[src/rtl/if_stage_pkg.sv]
// ============================================================================
// if_stage_pkg : constants shared by the instruction-fetch stage
// Revision     : 1.0
// ============================================================================
`default_nettype none

package if_stage_pkg;

    localparam int unsigned       C_XLEN            = 32;
    localparam logic [C_XLEN-1:0] NOP_INST          = 32'h0000_0000;
    localparam logic [C_XLEN-1:0] PC_INC            = 32'd4;
    localparam logic [C_XLEN-1:0] RESET_PC_DEFAULT  = 32'h0000_0000;

    // Source of the next program counter.
    typedef enum logic [1:0] {
        PC_SRC_HOLD   = 2'd0,
        PC_SRC_SEQ    = 2'd1,
        PC_SRC_BRANCH = 2'd2,
        PC_SRC_JUMP   = 2'd3
    } pc_src_e;

endpackage

`default_nettype wire

[src/rtl/pc_register.sv]
// ============================================================================
// pc_register : WIDTH-bit program counter with write enable, async reset
// Revision    : 1.0
// ============================================================================
`default_nettype none

module pc_register
    import if_stage_pkg::*;
#(
    parameter int unsigned       WIDTH    = 32,
    parameter logic [WIDTH-1:0]  RESET_PC = WIDTH'(RESET_PC_DEFAULT)
) (
    input  logic             clk,
    input  logic             rst,
    input  logic             we_i,
    input  logic [WIDTH-1:0] d_i,
    output logic [WIDTH-1:0] q_o
);

    logic [WIDTH-1:0] pc_q;

    always_ff @(posedge clk or posedge rst) begin
        if (rst) begin
            pc_q <= RESET_PC;
        end else if (we_i) begin
            pc_q <= d_i;
        end
    end

    assign q_o = pc_q;

endmodule

`default_nettype wire

[src/rtl/if_stage.sv]
// ============================================================================
// if_stage : MIPS instruction fetch - PC, next-PC select, IF/ID register,
//            saturating stall/flush debug counters
// Revision : 1.0
// ============================================================================
`default_nettype none

module if_stage
    import if_stage_pkg::*;
#(
    parameter int unsigned       WIDTH    = 32,
    parameter logic [WIDTH-1:0]  RESET_PC = WIDTH'(RESET_PC_DEFAULT),
    parameter int unsigned       CNT_W    = 16
) (
    input  logic             clk,
    input  logic             rst,
    input  logic             pc_write,
    input  logic             IF_ID_write,
    input  logic             flush,
    input  logic             jump,
    input  logic [WIDTH-1:0] branch_target,
    input  logic [WIDTH-1:0] jump_target,
    input  logic [WIDTH-1:0] inst_in,
    output logic [WIDTH-1:0] pc_out,
    output logic [WIDTH-1:0] IF_ID_inst,
    output logic [WIDTH-1:0] IF_ID_pc_plus4,
    output logic             IF_ID_valid,
    output logic [CNT_W-1:0] stall_cycles,
    output logic [CNT_W-1:0] flush_count
);

    logic             stall;
    logic             flush_acc;
    pc_src_e          pc_src;
    logic [WIDTH-1:0] pc_q;
    logic [WIDTH-1:0] pc_plus4;
    logic [WIDTH-1:0] pc_d;

    logic [WIDTH-1:0] inst_q,   inst_d;
    logic [WIDTH-1:0] pc4_q,    pc4_d;
    logic             valid_q,  valid_d;
    logic [CNT_W-1:0] stall_q,  stall_d;
    logic [CNT_W-1:0] flush_q,  flush_d;

    // A stalled branch has unresolved operands, so stall outranks flush.
    assign stall     = !pc_write || !IF_ID_write;
    assign flush_acc = flush && !stall;
    assign pc_plus4  = pc_q + WIDTH'(PC_INC);

    always_comb begin
        pc_src = PC_SRC_SEQ;
        if (stall) begin
            pc_src = PC_SRC_HOLD;
        end else if (flush) begin
            pc_src = jump ? PC_SRC_JUMP : PC_SRC_BRANCH;
        end
    end

    always_comb begin
        pc_d = pc_plus4;
        case (pc_src)
            PC_SRC_HOLD:   pc_d = pc_q;
            PC_SRC_BRANCH: pc_d = branch_target;
            PC_SRC_JUMP:   pc_d = jump_target;
            default:       pc_d = pc_plus4;
        endcase
    end

    pc_register #(
        .WIDTH    (WIDTH),
        .RESET_PC (RESET_PC)
    ) u_pc_register (
        .clk  (clk),
        .rst  (rst),
        .we_i (!stall),
        .d_i  (pc_d),
        .q_o  (pc_q)
    );

    // With pc_write low but IF_ID_write high, IF/ID reloads the same fetch.
    always_comb begin
        inst_d  = inst_q;
        pc4_d   = pc4_q;
        valid_d = valid_q;
        if (IF_ID_write) begin
            if (flush_acc) begin
                inst_d  = WIDTH'(NOP_INST);
                pc4_d   = '0;
                valid_d = 1'b0;
            end else begin
                inst_d  = inst_in;
                pc4_d   = pc_plus4;
                valid_d = 1'b1;
            end
        end
    end

    always_comb begin
        stall_d = stall_q;
        flush_d = flush_q;
        if (stall && (stall_q != '1)) begin
            stall_d = stall_q + CNT_W'(1);
        end
        if (flush_acc && (flush_q != '1)) begin
            flush_d = flush_q + CNT_W'(1);
        end
    end

    always_ff @(posedge clk or posedge rst) begin
        if (rst) begin
            inst_q  <= WIDTH'(NOP_INST);
            pc4_q   <= '0;
            valid_q <= 1'b0;
            stall_q <= '0;
            flush_q <= '0;
        end else begin
            inst_q  <= inst_d;
            pc4_q   <= pc4_d;
            valid_q <= valid_d;
            stall_q <= stall_d;
            flush_q <= flush_d;
        end
    end

    assign pc_out         = pc_q;
    assign IF_ID_inst     = inst_q;
    assign IF_ID_pc_plus4 = pc4_q;
    assign IF_ID_valid    = valid_q;
    assign stall_cycles   = stall_q;
    assign flush_count    = flush_q;

endmodule

`default_nettype wire

[config.mk]
export PLATFORM = sky130hd
export DESIGN_NAME = if_stage
export DESIGN_NICKNAME = d
export VERILOG_FILES = /design/src/rtl/if_stage_pkg.sv /design/src/rtl/pc_register.sv /design/src/rtl/if_stage.sv
export SDC_FILE = /design/constraint.sdc
export NUM_CORES = 1
export LEC_CHECK = 0
export ABC_CLOCK_PERIOD_IN_PS = 7350
export CAP_MARGIN = 20
export CORE_AREA = 4 4 147 149
export CTS_CLUSTER_DIAMETER = 200
export DETAILED_ROUTE_END_ITERATION = 10
export DIE_AREA = 0 0 151 153
export DONT_BUFFER_PORTS = 1
export PLACE_DENSITY_LB_ADDON = 0.15
export SYNTH_ARGS = -nofsm -noshare
export SYNTH_HDL_FRONTEND = slang
export SYNTH_SLANG_ARGS = --single-unit
[constraint.sdc]
create_clock -name clk -period 7.35 [get_ports clk]
set_input_delay 0.735 -clock clk [delete_from_list [all_inputs] [get_ports clk]]
set_output_delay 0.735 -clock clk [all_outputs]
set_load 0.02 [all_outputs]
# == After elaboration in Yosys (flattened, before gate mapping) ==
# Index checks and enable logic that the tools add are counted.
# Widths: inputs -> output; s select.
# classes
order_cmp,0
eq_ne,4
mul,0
bitwise_logic,2
n_div,0
addsub,3
n_shift,0
mux,7
n_reduce_logical,9
# op_table
operator,n
$pmux 32 s3,1
$mux 32,2
$add 16x1->16 const B,2
$add 32x3->32 const B,1
$ne 16x16->1 const B,2
$eq 2x2->1 const B,2
$mux 2,2
$logic_and 1x1->1,3
$logic_not 1->1,3
$logic_not 2->1,1
$mux 1,2
$not 1->1,2
$reduce_and 2->1,1
$logic_or 1x1->1,1
# word_totals
ram_bits,0
latch_bits,0
wordCells,31
rom_bits,0
register_bits,129
n_memories,0
out_inout_bits,129

# == Longest topological paths before layout ==
# Gate-level depths: netlist of run 1.
# depth
word_depth,6
mapped_depth,7
ltp_nobuf,5

# == By module ==
# Synthesis of run 1 repeated with hierarchy kept, for this count alone.
# unflattened
hier_cells,775
area_unflattened_um2,7499.7
# modules_own_cells
mod,cells_each,n_inst,area_each_um2
if_stage,706,1,6150.9
pc_register,69,1,1348.8

# == Least setup slack after synthesis of run 1 ==
# Ideal clock, no wire load.
# synth_path
kind,register to register
startpoint,"register u_pc_register.pc_q[2], in the netlist u_pc_register.q_o[2]"
endpoint,"register pc4_q[26], in the netlist IF_ID_pc_plus4[26]"
path_slack_ns,5.191
required_ns,7.224
path_stages_with_launch,6
path_buffers,0
synth_period_minus_slack_ns,2.159
arrival_time_ns,2.033
setup_ns,0.126
path_cell_list,dfrtp_1 ha_1 nand2_1 nor4_2 a2111oi_0 a221o_1
# synth_between
elab_chain_len,2
# synth_rtl
element,line,source
from (decl),pc_register.sv:20,logic [WIDTH-1:0] pc_q;
from (signal assigned),pc_register.sv:26,pc_q <= d_i;
$add 32x3->32,if_stage.sv:48,assign pc_plus4 = pc_q + WIDTH'(PC_INC);
$mux 32,if_stage.sv:86,if (flush_acc) begin
to (signal assigned),if_stage.sv:118,pc4_q <= pc4_d;
to (decl),if_stage.sv:40,"logic [WIDTH-1:0] pc4_q, pc4_d;"
# No other way between the ends.
# A chain may end at the register's enable or synchronous reset.

# == Worst setup path in the final report of run 1 ==
# layout_path
startpoint,"register u_pc_register.pc_q[5], in the netlist u_pc_register.q_o[5]"
endpoint,"register pc4_q[26], in the netlist IF_ID_pc_plus4[26]"
# Same word-level chain as after synthesis.

==> results.txt, run 1 <==
- The synthesized design contains 0 enable-type register cells.
- Across all layers, the routed design uses 5768 vias.
* Count of final setup violators: 0
- For this design the ratio of total power to cell area is just under 300 nW/um^2.
- The clock passes through at most 2 buffers.
* Number of global-route vias before repair: roughly 5500
* Final routed wirelength across all metal layers: 22100 um
- Detailed Routing Iterations Pass 1: 5
- Max-slew violation count: 0
- WS Path Type: reg2reg
- Num CTS Buffers: 17
- Detailed-route wire length per cell: between 20 and 25 um
* First-pass GRT wire length: 33900 um
- Starting density of the core: 0.346
- Maximum net fanout on the critical path: 14
* Total of cells resized after clock tree synthesis: 0
- STA puts the critical path data arrival time at 3.03 ns.
- The floorplan step defined a die boundary enclosing between 20000 and 25000 um^2.
* Critical path's slowest cell: nor4_2
- In the routed design, unresolved DRC markers number 0.
* Number of antenna violations at the first check in global routing: 0
- Share of layout cells above drive strength 1: 0.0837
* Max Fclk: about 370 MHz
- For this run, asynchronously set or reset flops after synthesis account for 1.00.
* Normalized max-slew margin: 0.399
* Vertical die dimension: roughly 150 um
- Summed over all failing endpoints, the final setup total negative slack is 0 ns.
- Sequential share of the synthesized area: 0.463
- The number of nets in the synthesized netlist is 841.
- TritonCTS clock tree: built
* Hold buffer count at cts: 0
* Layout-stage area growth over the synthesis result: 10.7%
* Min-Delay Path Class: in2async
- The critical path contains buffers and inverters numbering 0 combined.
- Pin slew with the least headroom to its limit: ~0.89 ns
* Clk Latency, worst-skew pair: slightly above 0.4 ns
* Mean instance size in the synthesized netlist: 9.48 um^2
* Most common cell after layout, fill and taps aside: dfrtp_1
* Buffers added on ports: 0
- Outcome: completed
- Traced cell by cell, the critical path runs through nand4_1, nor4_2, a2111oi_0, a221o_1.
* Peak VDD IR: approximately 0.00017 V
* Count of standard-cell rows: between 50 and 60
- Area of the core: just over 20000 um^2
- The cell count after synthesis came out at about 740.
- Hold violation count in the final report: 0
- Once detail routing completed, the nets flagged for antenna violations numbered 0.
- After detailed routing, the number of vias per cell comes to 5.84.
- By area the synthesized netlist is led by dfrtp_1, o2bb2ai_1, nand2_1.
* Post-synth top area cell: dfrtp_1
* Netlist area before placement: 6980 um^2
- Setup bufs post-CTS: 0
- The share of synthesized area in the top cell type comes to 0.463.
* Final worst setup slack: approximately 4.6 ns
- Remaining global-route overflow: 0
- The kind of cell with the highest combined delay along the critical path is simple AND/OR/NAND/NOR gates.
- Setup clock skew after layout: roughly 0.0096 ns
- In the layout the commonest cells are dfrtp_1, nand2_1, o2bb2ai_1.
* Setup slack at placement: ~4.7 ns
- roughly 230 I/O pins were placed.
- The clock drives 129 sinks.
* Kind of start point of the critical path: flop
- After synthesis, the netlist uses 60 different library cells.
- For this run, the slowest stage of the critical path takes just under 0.9 ns.
- Across every metal layer, demand over resource in global routing totals 0.187.
- DRC violation total after the first TritonRoute iteration: about 420
- Across the run, the number of max-cap violations was 0.
* CP Launch Point: u_pc_register.q_o[5]$_DFFE_PP0P_
- For this run, the number of Yosys warnings is 0.
- Crit path time final: roughly 2.7 ns
- Entering global routing, the biggest net connects between 70 and 80 pins.
* Post-DP HPWL: about 15000 um
- Capturing element type of the critical path: flop
- Main flop type after synthesis: dfrtp_1
- Measured along the x axis, the die boundary spans ~150 um.
- In the finished design, the share of the clock period the worst path needs comes to 0.372.
- In the final design database the tool counted 809 nets.
- At the end of routability-driven placement, the weighted congestion stood at around 0.80.
- Counting flops and latches in the post-synthesis netlist gives 129.
- Clock-pin slew was measured on the worst setup and hold paths at around 0.060 ns.
- Setup repair after global routing missed its margin: no
* CTS Root Cell: clkbuf_16
- 0 antenna diodes ended up in the layout.
- Reg2reg start: u_pc_register.q_o[5]$_DFFE_PP0P_
- Crit path required time: 7.65 ns
- Static power due to leakage: between 3 and 4 nW
- H-Tree Depth: 4
worst reg2reg max path: cells and delay by family, from the launching register on:
| kind | cells | cell delay [ns] |
|---|---|---|
| simple gates | 2 | 1.48 |
| flops | 1 | 0.59 |
| compound gates | 2 | 0.55 |
worst paths after layout:
kind                                                   to  slack, ns  cells past startpoint
max                        IF_ID_pc_plus4[26]$_DFFE_PP0P_       4.61                      4
min                            IF_ID_inst[11]$_DFFE_PP0P_       0.21                      1
max reg2reg                IF_ID_pc_plus4[26]$_DFFE_PP0P_       4.61                      4
min reg2reg                    IF_ID_inst[20]$_DFFE_PP0P_       0.63                      1
max in group asynchronous   IF_ID_pc_plus4[0]$_DFFE_PP0P_       6.12                      3
min in group clk                IF_ID_inst[7]$_DFFE_PP0P_       0.45                      2
routing by layer:
metal / vias up / GRT usage / wire [um]
li1: 2691 / - / -
met1: 2830 / 0.254 / 9450
met2: 233 / 0.293 / 10500
met3: 14 / 0.0583 / 1940
met4: 0 / 0.0432 / 165
met5: - / 0 / 0
area by class of cell:
| cell class | instances | area, um^2 |
|---|---|---|
| clock buffers | 17 | 425 |
| clock inverters | 15 | 135 |
| fillers | 2055 | 12400 |
| inverters | 16 | 65.1 |
| multi-input cells | 531 | 3450 |
| flip-flops and latches | 129 | 3230 |
| well taps | 270 | 338 |
| repair buffers | 9 | 85.1 |
kinds of logic (layout without fill, tap and decap cells):
kind of cell	after synthesis	count (layout)	share of synthesized area
adders and majority gates	3	3	0.00538
muxes	31	31	0.0459
xor gates and xnor gates	39	39	0.0490
AOI/OAI and AO/OA	171	171	0.180
buffers and inverters	76	57	0.0439
and+or+nand+nor	287	287	0.213
DFF	129	129	0.463
sequential cells by signal, summed over array words and instances, names as in the netlist:
register / cells
stall_cycles: 16
IF_ID_valid: 1
IF_ID_pc_plus4: 32
IF_ID_inst: 32
u_pc_register.q_o: 32
flush_count: 16
synthesized netlist by cell type (8+ instances only):
master and n:
dfrtp_1 129, nand2_1 77, o2bb2ai_1 45, clkbuf_1 39, nor2_1 39, nand3_1 38, nor3_1 34, a21oi_1 30
nand4_1 27, mux2i_1 23, xnor2_1 23, o21ai_0 21, and3_1 19, inv_1 16, xor2_1 16, nor4_1 12
buf_1 11, a211oi_1 10, and4_1 9, o211ai_1 9, mux2_2 8
power breakdown:
group          internal [mW]  switching, mW
Sequential             0.824          0.338
Clock                  0.469          0.346
Combinational          0.137          0.168
per-stage QoR:
| stage | power (mW) | cells | hold slack [ns] | area [um^2] | utilization |
|---|---|---|---|---|---|
| after CTS | 2.31 | 985 | 0.218 | 7690 | 0.381 |
| final | 2.28 | 987 | 0.213 | 7720 | 0.383 |
| after floorplan | 1.37 | 736 | 0.590 | 6980 | - |
| after global routing | 2.41 | 987 | 0.237 | 7720 | 0.383 |
| after global placement | 1.47 | 953 | 0.616 | 7130 | 0.354 |
| after detailed placement | 1.48 | 953 | 0.623 | 7130 | 0.354 |
No activity file was read; power rests on OpenSTA's default activity.
==> run 2: changes to the inputs <==
Settings changed: ABC_CLOCK_PERIOD_IN_PS 7350 to 2550.
Clock period 7.35 ns to 2.55 ns, I/O delays scaled along.
==> results.txt, run 2 (synthesis gave the netlist of run 1 again) <==
- The count of input and output buffers is 0 (unchanged).
- The maximum fanout encountered on the critical timing path was 6 (was 14).
- Clock edge transition at the registers on the reported setup and hold paths: 0.06 ns (about the same)
- Kind of start point of the critical path: flop (unchanged)
- The combined buffer and inverter count along the critical path was 0 (unchanged).
- Via density per instance: 5.75 (was 5.84)
* Layout-stage area growth over the synthesis result: 24.0% (was 10.7%)
- The overall via count from detail_route was 6226 (was 5768).
- Largest buffer count on any clock path: 2 (unchanged)
- Number of global-route vias before repair: 6185 (was 5533)
- Worst path max stage delay: 0.61 ns (was 0.88 ns)
* H-Tree Depth: 4 (unchanged)
* Power Dens Cells: 804 nW/um^2 (was 295 nW/um^2)
* Hold buffer count at cts: 61 (was 0)
- The number of gates given a new drive strength after cts was 0 (unchanged).
- The portion of the clock cycle consumed by the worst path in the final layout was 0.832 (was 0.372).
- The number of clock sinks is 129 (unchanged).
- The horizontal die dimension was 151 um (unchanged).
* Min-Delay Path Class: in2reg (was in2async)
- The sequential fraction of design power was 0.452 (was 0.509).
* Normalized max-slew margin: 0.460 (was 0.399)
- Crit path time final: 2.12 ns (was 2.74 ns)
- The switching power as a share of total power came to 0.353 (was 0.373).
- Max-slew violation count: 0 (unchanged)
- Die Footprint: 23100 um^2 (unchanged)
- The final antenna-violating net count is 0 (unchanged).
- Critical Path, Cell by Cell: ha_1, nand2_1, or4_1, or2_1, a211oi_1 (was nand4_1, nor4_2, a2111oi_0, a221o_1).
- Remaining global-route overflow: 0 (unchanged)
- The number of antenna violations at the first check in global routing came to 0 (unchanged).
* Detailed Routing Iterations Pass 1: 7 (was 5)
- Weighted congestion at the end of routability-driven global placement: 0.819 (was 0.802)
- Max-capacitance violation count: 0 (unchanged)
- The endpoint arrival time on the critical path was 2.44 ns (was 3.03 ns).
- Num CTS Buffers: 17 (unchanged)
- DRC violation total after the first TritonRoute iteration: 475 (was 423)
- Capturing element type of the critical path: flop (unchanged)
- The final setup TNS came to 0 ns (unchanged).
- The per-cell routed wire length was 22.3 um (was 22.4 um).
* Peak VDD IR: 0.000424 V (was 0.000175 V)
* Count of standard-cell rows: 52 (unchanged)
* Post-layout net count: 905 (was 809)
- The half-perimeter wire length after detailed placement came to 16100 um (was 15000 um).
* Pin slew with the least headroom to its limit: 0.808 ns (was 0.894 ns)
* Share of total power in the clock network: 0.360 (was 0.357)
- Vertical die dimension: 153 um (unchanged)
- Setup repair after global routing missed its margin: no (unchanged)
- Commonest cells after routing, fill and taps aside: dfrtp_1, nand2_1, dlygate4sd3_1 (was dfrtp_1, nand2_1, o2bb2ai_1)
* Number of top-level pins: 231 (unchanged)
- Gate power share: 0.189 (was 0.134)
* TritonCTS clock tree: built (unchanged)
- Max Fclk: 472 MHz (was 365 MHz)
- Outcome: completed (unchanged).
- The share of cells above drive strength 1 is 0.114 (was 0.0837).
- The root buffer selected by CTS was clkbuf_16 (unchanged).
- First-pass GRT wire length: 36700 um (was 33900 um)
- Global-route usage over all layers: 0.203 (was 0.187)
- The total net switching power is 2.45 mW (was 0.851 mW).
- The leakage power of the design came to 3.51 nW (was 3.10 nW).
- The count of final setup violators is 0 (unchanged).
* Hold violation count in the final report: 0 (unchanged)
- The final standard cell count with taps included and fillers excluded is 1083 (was 987).
- The commonest non-fill, non-tap cell in the layout was dfrtp_1 (unchanged).
* Crit path required time: 2.87 ns (was 7.65 ns)
- The cell with the largest stage delay on the worst path was or4_1 (was nor4_2).
* Starting density of the core: 0.346 (unchanged)
- Largest net degree at the start of global routing: 61 (was 79)
- Crit path max-delay family: simple AND/OR/NAND/NOR gates (unchanged)
- The detailed-route DRC error count was 0 (unchanged).
- The number of setup buffers added after CTS was 0 (unchanged).
- The insertion delay to the later sink of the worst-skew pair was 0.41 ns (about the same).
- Setup clock skew after layout: 0.0128 ns (was 0.00960 ns)
* Final routed wirelength across all metal layers: 24100 um (was 22100 um)
- Cell total after placement: 990 (was 953)
- The antenna diode count is 0 (unchanged).
- Area of the core: 20200 um^2 (unchanged)
- Cell internal pwr: 4.50 mW (was 1.43 mW)
- The critical path start-end classification is reg2reg (unchanged).
==> run 2: changes by cell type in the layout (fill, tap and decap cells not counted), sizes merged <==
cell / change
dlygate4sd3: +61
buf: +36
inv: -3
bufinv: +2
clkbuf: +2
clkinv: -2
==> run 2: power groups by stage <==
| stage | clock network [mW] | registers, mW | logic, mW |
|---|---|---|---|
| finish | 2.50 | 3.14 | 1.31 |
| global placement | 0 | 3.17 | 1.20 |
| floorplan | 0 | 3.14 | 0.794 |
| global route | 2.66 | 3.19 | 1.46 |
| detailed placement | 0 | 3.18 | 1.23 |
| CTS | 2.57 | 3.15 | 1.31 |
==> run 2: cell type report <==
type / count / area [um^2]
repair buffers: 105 / 966
fillers: 1941 / 11500
well taps: 270 / 338
clock inverters: 12 / 158
flip-flops and latches: 129 / 3230
clock buffers: 20 / 447
multi-input cells: 531 / 3450
inverters: 16 / 63.8
==> run 2: stage by stage <==
stage / util / instance area (um^2) / hold WS (ns) / setup WS [ns] / power [mW]
6_report: 0.429 / 8650 / 0.0201 / 0.429 / 6.96
5_1_grt: 0.429 / 8650 / 0.0117 / 0.268 / 7.31
3_5_place_dp: 0.369 / 7430 / 0.308 / 0.472 / 4.41
4_1_cts: 0.429 / 8650 / 0.0000976 / 0.444 / 7.03
2_1_floorplan: - / 6980 / 0.392 / 0.391 / 3.94
3_3_place_gp: 0.369 / 7430 / 0.288 / 0.532 / 4.37
==> run 2: worst paths after layout <==
kind,startpoint,to,slack (ns),depth (start not counted)
setup / recovery,u_pc_register.q_o[3]$_DFFE_PP0P_,u_pc_register.q_o[30]$_DFFE_PP0P_,0.43,5
hold / removal,flush,u_pc_register.q_o[29]$_DFFE_PP0P_,0.02,1
setup reg to reg,u_pc_register.q_o[3]$_DFFE_PP0P_,u_pc_register.q_o[30]$_DFFE_PP0P_,0.43,5
hold reg to reg,u_pc_register.q_o[3]$_DFFE_PP0P_,u_pc_register.q_o[3]$_DFFE_PP0P_,0.60,2
max in group asynchronous,rst,IF_ID_pc_plus4[12]$_DFFE_PP0P_,1.29,3
min in group asynchronous,rst,IF_ID_valid$_DFFE_PP0P_,0.48,2
==> run 2: per-layer routing <==
| layer | track usage | up-vias | part of all wire |
|---|---|---|---|
| met2 | 0.319 | 229 | 0.46 |
| met3 | 0.0761 | 21 | 0.095 |
| li1 | - | 2880 | - |
| met5 | 0 | - | 0 |
| met4 | 0.0471 | 0 | 0.012 |
| met1 | 0.266 | 3096 | 0.43 |
